===== src/rtl/cpu_types_pkg.sv =====
// Shared CPU/memory-interface types: word type, RAM handshake state,
// bus controller FSM state and the latched grant record.
package cpu_types_pkg;
  localparam int WORD_W = 32;

  typedef logic [WORD_W-1:0] word_t;

  // RAM side handshake as reported by the memory model
  typedef enum logic [1:0] {FREE, BUSY, ACCESS, ERROR} ramstate_t;

  // Bus controller FSM; prefixed so the names do not collide with ramstate_t
  typedef enum logic [1:0] {BC_IDLE, BC_BUSY, BC_DONE} busctl_state_t;

  // Who owns the RAM for the current word
  typedef struct packed {
    logic cpu;
    logic is_data;
    logic is_write;
  } busgrant_t;
endpackage


===== src/rtl/rr_arbiter.sv =====
// Round-robin arbiter: one-hot grant starting the search at ptr; on advance the
// pointer moves one past the current winner so that requester is served last next time.
module rr_arbiter
#(
  parameter int N = 2
)
(
  input  logic         CLK,
  input  logic         nRST,
  input  logic [N-1:0] req,
  input  logic         advance,
  output logic [N-1:0] gnt,
  output logic         valid
);
  localparam int PW = (N > 1) ? $clog2(N) : 1;

  logic [PW-1:0] ptr;
  logic [PW-1:0] widx;
  logic [PW-1:0] k;
  logic          found;

  assign valid = |req;

  // first requester at or after ptr, wrapping
  always_comb begin
    gnt   = '0;
    widx  = '0;
    k     = '0;
    found = 1'b0;
    for (int i = 0; i < N; i++) begin
      k = PW'((int'(ptr) + i) % N);
      if (!found && req[k]) begin
        found  = 1'b1;
        gnt[k] = 1'b1;
        widx   = k;
      end
    end
  end

  generate
    if (N > 1) begin : g_rr
      // pointer moves past the winner when told the winner's word is done
      always_ff @(posedge CLK) begin
        if (!nRST)
          ptr <= '0;
        else if (advance && valid)
          ptr <= (int'(widx) == N-1) ? '0 : widx + 1'b1;
      end
    end else begin : g_fixed
      assign ptr = '0;
    end
  endgenerate
endmodule


===== src/rtl/bus_controller.sv =====
// Cache<->RAM bus controller: arbitrates icache/dcache requests from all cores,
// runs one word at a time on the single-ported RAM and keeps dcache 2-word
// bursts atomic per core via a lock taken after the first data word.
module bus_controller
  import cpu_types_pkg::*;
#(
  parameter int    CPUS     = 2,
  parameter int    TIMEOUT  = 255,
  parameter word_t ERR_DATA = 32'hBAD1BAD1
)
(
  input  logic                  CLK,
  input  logic                  nRST,
  input  logic [CPUS-1:0]       iREN,
  input  logic [CPUS-1:0][31:0] iaddr,
  input  logic [CPUS-1:0]       dREN,
  input  logic [CPUS-1:0]       dWEN,
  input  logic [CPUS-1:0][31:0] daddr,
  input  logic [CPUS-1:0][31:0] dstore,
  output logic [CPUS-1:0]       iwait,
  output logic [CPUS-1:0]       dwait,
  output logic [CPUS-1:0][31:0] iload,
  output logic [CPUS-1:0][31:0] dload,
  output logic                  ramREN,
  output logic                  ramWEN,
  output logic [31:0]           ramaddr,
  output logic [31:0]           ramstore,
  input  logic [31:0]           ramload,
  input  ramstate_t             ramstate,
  output logic                  err
);
  localparam int TW = $clog2(TIMEOUT + 1);

  busctl_state_t   state;
  busgrant_t       grant;
  busgrant_t       sel;
  logic            sel_vld;
  logic [31:0]     sel_addr;
  word_t           load_q;
  logic [TW-1:0]   timer;
  logic            lock;
  logic            burst_cnt;

  logic [CPUS-1:0] dreq;
  logic [CPUS-1:0] done_oh;
  logic [CPUS-1:0] darb_req, iarb_req;
  logic [CPUS-1:0] d_gnt, i_gnt;
  logic            d_vld, i_vld;
  logic            darb_adv, iarb_adv;
  logic            d_win, i_win;

  // a write wins over a read on the same dcache port; both are one request
  assign dreq = dREN | dWEN;

  // every port sees the single capture register
  assign iload = {CPUS{load_q}};
  assign dload = {CPUS{load_q}};

  // one-hot of the granted core, used to steer the pointer update in DONE
  always_comb begin
    done_oh = '0;
    done_oh[grant.cpu] = 1'b1;
  end

  // in DONE the arbiters see only the finished winner so advance skips past it
  assign darb_adv = (state == BC_DONE) &&  grant.is_data;
  assign iarb_adv = (state == BC_DONE) && !grant.is_data;
  assign darb_req = darb_adv ? done_oh : dreq;
  assign iarb_req = iarb_adv ? done_oh : iREN;

  rr_arbiter #(.N(CPUS)) u_darb (
    .CLK     (CLK),
    .nRST    (nRST),
    .req     (darb_req),
    .advance (darb_adv),
    .gnt     (d_gnt),
    .valid   (d_vld)
  );

  rr_arbiter #(.N(CPUS)) u_iarb (
    .CLK     (CLK),
    .nRST    (nRST),
    .req     (iarb_req),
    .advance (iarb_adv),
    .gnt     (i_gnt),
    .valid   (i_vld)
  );

  // one-hot grant to core index
  always_comb begin
    d_win = 1'b0;
    i_win = 1'b0;
    for (int c = 0; c < CPUS; c++) begin
      if (d_gnt[c]) d_win = 1'(c);
      if (i_gnt[c]) i_win = 1'(c);
    end
  end

  // priority: burst lock holder, then any dcache, then any icache
  always_comb begin
    sel     = '0;
    sel_vld = 1'b0;
    if (burst_cnt && dreq[lock]) begin
      sel_vld     = 1'b1;
      sel.cpu     = lock;
      sel.is_data = 1'b1;
    end else if (d_vld) begin
      sel_vld     = 1'b1;
      sel.cpu     = d_win;
      sel.is_data = 1'b1;
    end else if (i_vld) begin
      sel_vld     = 1'b1;
      sel.cpu     = i_win;
    end
    sel.is_write = sel.is_data & dWEN[sel.cpu];
    sel_addr     = sel.is_data ? daddr[sel.cpu] : iaddr[sel.cpu];
  end

  // IDLE -> BUSY -> DONE -> IDLE with all outputs registered
  always_ff @(posedge CLK) begin
    if (!nRST) begin
      state     <= BC_IDLE;
      grant     <= '0;
      iwait     <= '1;
      dwait     <= '1;
      load_q    <= '0;
      ramREN    <= 1'b0;
      ramWEN    <= 1'b0;
      ramaddr   <= '0;
      ramstore  <= '0;
      timer     <= '0;
      lock      <= 1'b0;
      burst_cnt <= 1'b0;
      err       <= 1'b0;
    end else begin
      case (state)
        BC_IDLE: begin
          timer <= '0;
          // burst abandoned: the locked dcache no longer wants its second word
          if (burst_cnt && !dreq[lock]) begin
            burst_cnt <= 1'b0;
            lock      <= 1'b0;
          end
          if (sel_vld) begin
            grant   <= sel;
            ramaddr <= sel_addr;
            if (sel.is_write)
              ramstore <= dstore[sel.cpu];
            ramREN  <= ~sel.is_write;
            ramWEN  <= sel.is_write;
            state   <= BC_BUSY;
          end
        end

        BC_BUSY: begin
          timer <= timer + 1'b1;
          if (ramstate == ACCESS) begin
            if (!grant.is_write)
              load_q <= ramload;
            ramREN <= 1'b0;
            ramWEN <= 1'b0;
            state  <= BC_DONE;
            if (grant.is_data) dwait[grant.cpu] <= 1'b0;
            else               iwait[grant.cpu] <= 1'b0;
          end else if (ramstate == ERROR || timer == TW'(TIMEOUT)) begin
            load_q <= ERR_DATA;
            err    <= 1'b1;
            ramREN <= 1'b0;
            ramWEN <= 1'b0;
            state  <= BC_DONE;
            if (grant.is_data) dwait[grant.cpu] <= 1'b0;
            else               iwait[grant.cpu] <= 1'b0;
          end
        end

        BC_DONE: begin
          iwait <= '1;
          dwait <= '1;
          timer <= '0;
          state <= BC_IDLE;
          // first data word takes the lock, second word releases it
          if (grant.is_data) begin
            if (!burst_cnt) begin
              lock      <= grant.cpu;
              burst_cnt <= 1'b1;
            end else begin
              lock      <= 1'b0;
              burst_cnt <= 1'b0;
            end
          end
        end

        default: state <= BC_IDLE;
      endcase
    end
  end
endmodule


===== config.mk =====
export PLATFORM = sky130hd
export DESIGN_NAME = bus_controller
export DESIGN_NICKNAME = d
export VERILOG_FILES = /design/src/rtl/cpu_types_pkg.sv /design/src/rtl/rr_arbiter.sv /design/src/rtl/bus_controller.sv
export SDC_FILE = /design/constraint.sdc
export NUM_CORES = 1
export LEC_CHECK = 0
export BUFFER_PORTS_ARGS = -buffer_cell sky130_fd_sc_hd__buf_2
export CAP_MARGIN = 20
export CELL_PAD_IN_SITES_DETAIL_PLACEMENT = 1
export CELL_PAD_IN_SITES_GLOBAL_PLACEMENT = 1
export CORE_AREA = 2 2 168 170
export DETAILED_ROUTE_END_ITERATION = 16
export DIE_AREA = 0 0 170 172
export PLACE_DENSITY = 0.65
export SYNTH_ARGS = -nofsm -noshare
export SYNTH_HDL_FRONTEND = slang
export SYNTH_SLANG_ARGS = --single-unit
export TNS_END_PERCENT = 30

===== constraint.sdc =====
create_clock -name CLK -period 2.2 [get_ports CLK]
set_input_delay 0.22 -clock CLK [delete_from_list [all_inputs] [get_ports CLK]]
set_output_delay 0.22 -clock CLK [all_outputs]
set_load 0.01 [all_outputs]

==> summary.txt <==
Timing
  – Transition at the pin with the smallest max-transition slack: approximately 640 ps
  – Setup-failing EPs final: 0
  – Worst hold slack: approximately 32 ps
  – Worst slew margin relative to its limit: 57.33%
  – Final critical-path share of the clock period: between 90% and 100%
  – Crit path time final: roughly 2100 ps
  – Number of pins exceeding their max-slew limit in the final report: 0
  – Final hold violations: 0
  – Setup slack after layout: 98.58 ps
  – Setup skew after layout: approximately 17 ps
  – Maximum clock frequency: roughly 480 MHz

GRT
  – First-pass GRT wire length: about 35 mm
  – Largest net degree at the start of global routing: 37
  – Aggregate global-route resource usage: 15.72%
  – Remaining Overflow, GRT: 0
  – Antenna violations before repair: 3
  – Vias in the first global route: ~6.2k

Clock tree
  – Root buf cell: sky130_fd_sc_hd__clkbuf_16
  – Clock latency on the worst-skew pair: between 400 and 500 ps
  – Number of buffers added to fix hold violations after cts: 0
  – Clk pin slew, worst setup/hold paths: about 60 ps
  – H-tree levels: 4
  – Clk sink count: 120
  – CTS tree: done
  – Maximum count of clock buffers along a single path: 2
  – Clock buffer count from CTS: 17

Synthesis
  – FF+latch count, synth: 120
  – Share of flip-flops with an asynchronous set or reset after synthesis: 0%
  – Number of synthesized flops with an enable pin: 0
  – Share of the synthesized area in the top cell type: between 30% and 40%
  – Cell area after synthesis: between 6000 and 7000 µm²
  – Syn Area/Cell: approximately 9.0 µm²
  – Library cell with the largest summed area after synthesis: sky130_fd_sc_hd__dfxtp_1
  – Most used flip-flop cell after synthesis: sky130_fd_sc_hd__dfxtp_1
  – Gate Count Post-Synth: 694
  – Netlist cell types: 47
  – Post-Synthesis Net Count: about 930
  – Yosys Warn Count: 0
  – Portion of the post-synthesis area used by sequential elements: 38.51%
  – Synth top area cells: sky130_fd_sc_hd__dfxtp_1, sky130_fd_sc_hd__mux2i_1, sky130_fd_sc_hd__buf_4

Cells and area
  – Filler-free cell count of the finished design: roughly 1.4k
  – Final design area excluding fillers: between 9000 and 10000 µm²
  – Fraction of layout instances using a drive strength above 1: between 40% and 50%
  – Fill cell instance count of the final layout: ~3.4k
  – Leading cell type in the layout, fill and taps excluded: sky130_fd_sc_hd__buf_2
  – Core Util, Final: 32.87%
  – Area Overhead vs Synth: 44.77%
  – Most frequent cells in the layout: sky130_fd_sc_hd__buf_2, sky130_fd_sc_hd__dfxtp_1, sky130_fd_sc_hd__mux2i_1
  – Nets: around 1.3k
  – Inserted Diodes: 0
  – Footprint of the multi-input gates: about 3000 µm²
  – Flip-flop and latch area: around 2400 µm²

Routing
  – Vias after detailed routing: approximately 6.4k
  – Drt wl/cell: approximately 18 µm
  – First-pass iteration count of the detailed router: 5
  – Post-detailed-route via-to-cell ratio: 4.601
  – Antenna Violating Nets Remaining: 0
  – Number of violations reported at the end of detailed-routing iteration 0: ~210
  – DRC viols: 0
  – Aggregate routed wire length: 25.48 mm

Critical path
  – Kind of start point of the critical path: flop
  – Worst-case register-to-register setup slack: 100 ps
  – Critical path capture point type: flop
  – Maximum fanout count along the critical path: 16
  – Worst endpoint required time: roughly 2500 ps
  – Category of the critical setup timing path: flop to flop
  – CP arrival: between 2000 and 2500 ps

Power and ir drop
  – Maximum ir drop on the vdd rail: between 0.0004 and 0.0005 V
  – Leakage: 4.485 nW
  – Power per cell area: 778.7 nW/µm²

Floorplanning
  – Die height: ~170 µm
  – Die width: 170 µm
  – Top-level port count: roughly 430
  – Standard-cell row count: 61
  – Effective utilization at floorplan: between 20 and 25%
  – Total Die Area: approximately 29000 µm²
  – Core area: roughly 27000 µm²

Flow run
  – Number of maximum-capacitance violations: 0

Place
  – Pre-CTS worst setup slack: about 17 ps
  – Detailed-placement wirelength estimate: between 15 and 20 mm
  – IO Port Bufs: about 430
  – Placer Congestion: around 0.8
  – Instance count after placement with tap cells included: 1356
  – Area after detailed placement: between 8000 and 9000 µm²

Run status
  – Run status: completed

Min path
  – Hold Crit Class: input port to flop
## synth_stat cells (all sizes together), types with 9 or more instances
| library cell | instances |
|---|---|
| nor2 | 51 |
| mux2i | 99 |
| o21ai | 9 |
| nand2 | 82 |
| clkbuf | 26 |
| nand3 | 9 |
| nor3 | 37 |
| o221ai | 33 |
| a22oi | 15 |
| dfxtp | 120 |
| o22ai | 33 |
| buf | 118 |
## state kept, by name, indices dropped and copies added, names as in the netlist, 2 cells and up, named ones only
| signal | cells |
|---|---|
| ramaddr | 32 |
| iwait | 2 |
| dwait | 2 |
| ramstore | 32 |
| timer | 8 |
| grant | 3 |
| state | 2 |
| load_q | 32 |
## area by class of cell
type	count	area share, %
Clock buffer	18	4.863
Inverter	7	0.2909
Clock inverter	14	1.635
Tap cell	346	4.794
Multi-Input combinational cell	423	32.36
Timing Repair Buffer	469	29.45
Sequential cell	120	26.60
## stage by stage
step           total power [mW]  setup TNS, ps
3_3_place_gp              4.110              0
5_1_grt                   7.415         -51.57
3_5_place_dp              4.142              0
2_1_floorplan             3.484              0
4_1_cts                   7.091              0
6_report                  7.032              0
## path summary, 6_finish.rpt
check,cells after the start,startpoint,end
max,11,state[0],ramaddr[25]
min,3,ramload[31],load_q[31]
max reg2reg,11,state[0],ramaddr[25]
min reg2reg,2,dwait[0],dwait[0]
## kinds of logic after synthesis
kind of cell	synth area share (%)
AND/OR/NAND/NOR	14.56
buffers and inverters	15.64
flip-flops	38.51
AO/OA/AOI/OAI	13.42
multiplexers	15.88
XOR/XNOR	0.9828
adder cells (fa/ha/maj)	1.003
## report_power, final
part	leakage (nW)	total (mW)	internal, mW	switching, mW
registers	0.984	2.53	2.38	0.142
logic	3.21	1.62	0.762	0.861
clock network	0.288	2.88	1.64	1.25
## worst max-delay path: stages (launching register included)
cell                        delay, ps
sky130_fd_sc_hd__dfxtp_1          320
sky130_fd_sc_hd__inv_1             60
sky130_fd_sc_hd__ha_2             200
sky130_fd_sc_hd__buf_4            160
sky130_fd_sc_hd__nand2b_4          70
sky130_fd_sc_hd__a31oi_4           90
sky130_fd_sc_hd__buf_4            160
sky130_fd_sc_hd__nor3_4           180
sky130_fd_sc_hd__buf_4            170
sky130_fd_sc_hd__clkbuf_16        210
sky130_fd_sc_hd__mux2i_1          200
sky130_fd_sc_hd__o221ai_1         140
## per-layer routing
layer / vias to the layer above / GRT usage [%] / share of wire, %
li1: 3068 / - / -
met1: 3063 / 16.49 / 38
met2: 271 / 30.47 / 53
met3: 19 / 4.898 / 7.5
met4: 6 / 3.753 / 0.88
met5: - / 0 / 0.13
## repair_timing
| action | 4_1_cts | 5_1_grt |
|---|---|---|
| endpoints found under the setup margin | 0 | 67 |
| setup buffers | 0 | 3 |
| resized for setup | 0 | 10 |
No activity file was read; power rests on OpenSTA's default activity.
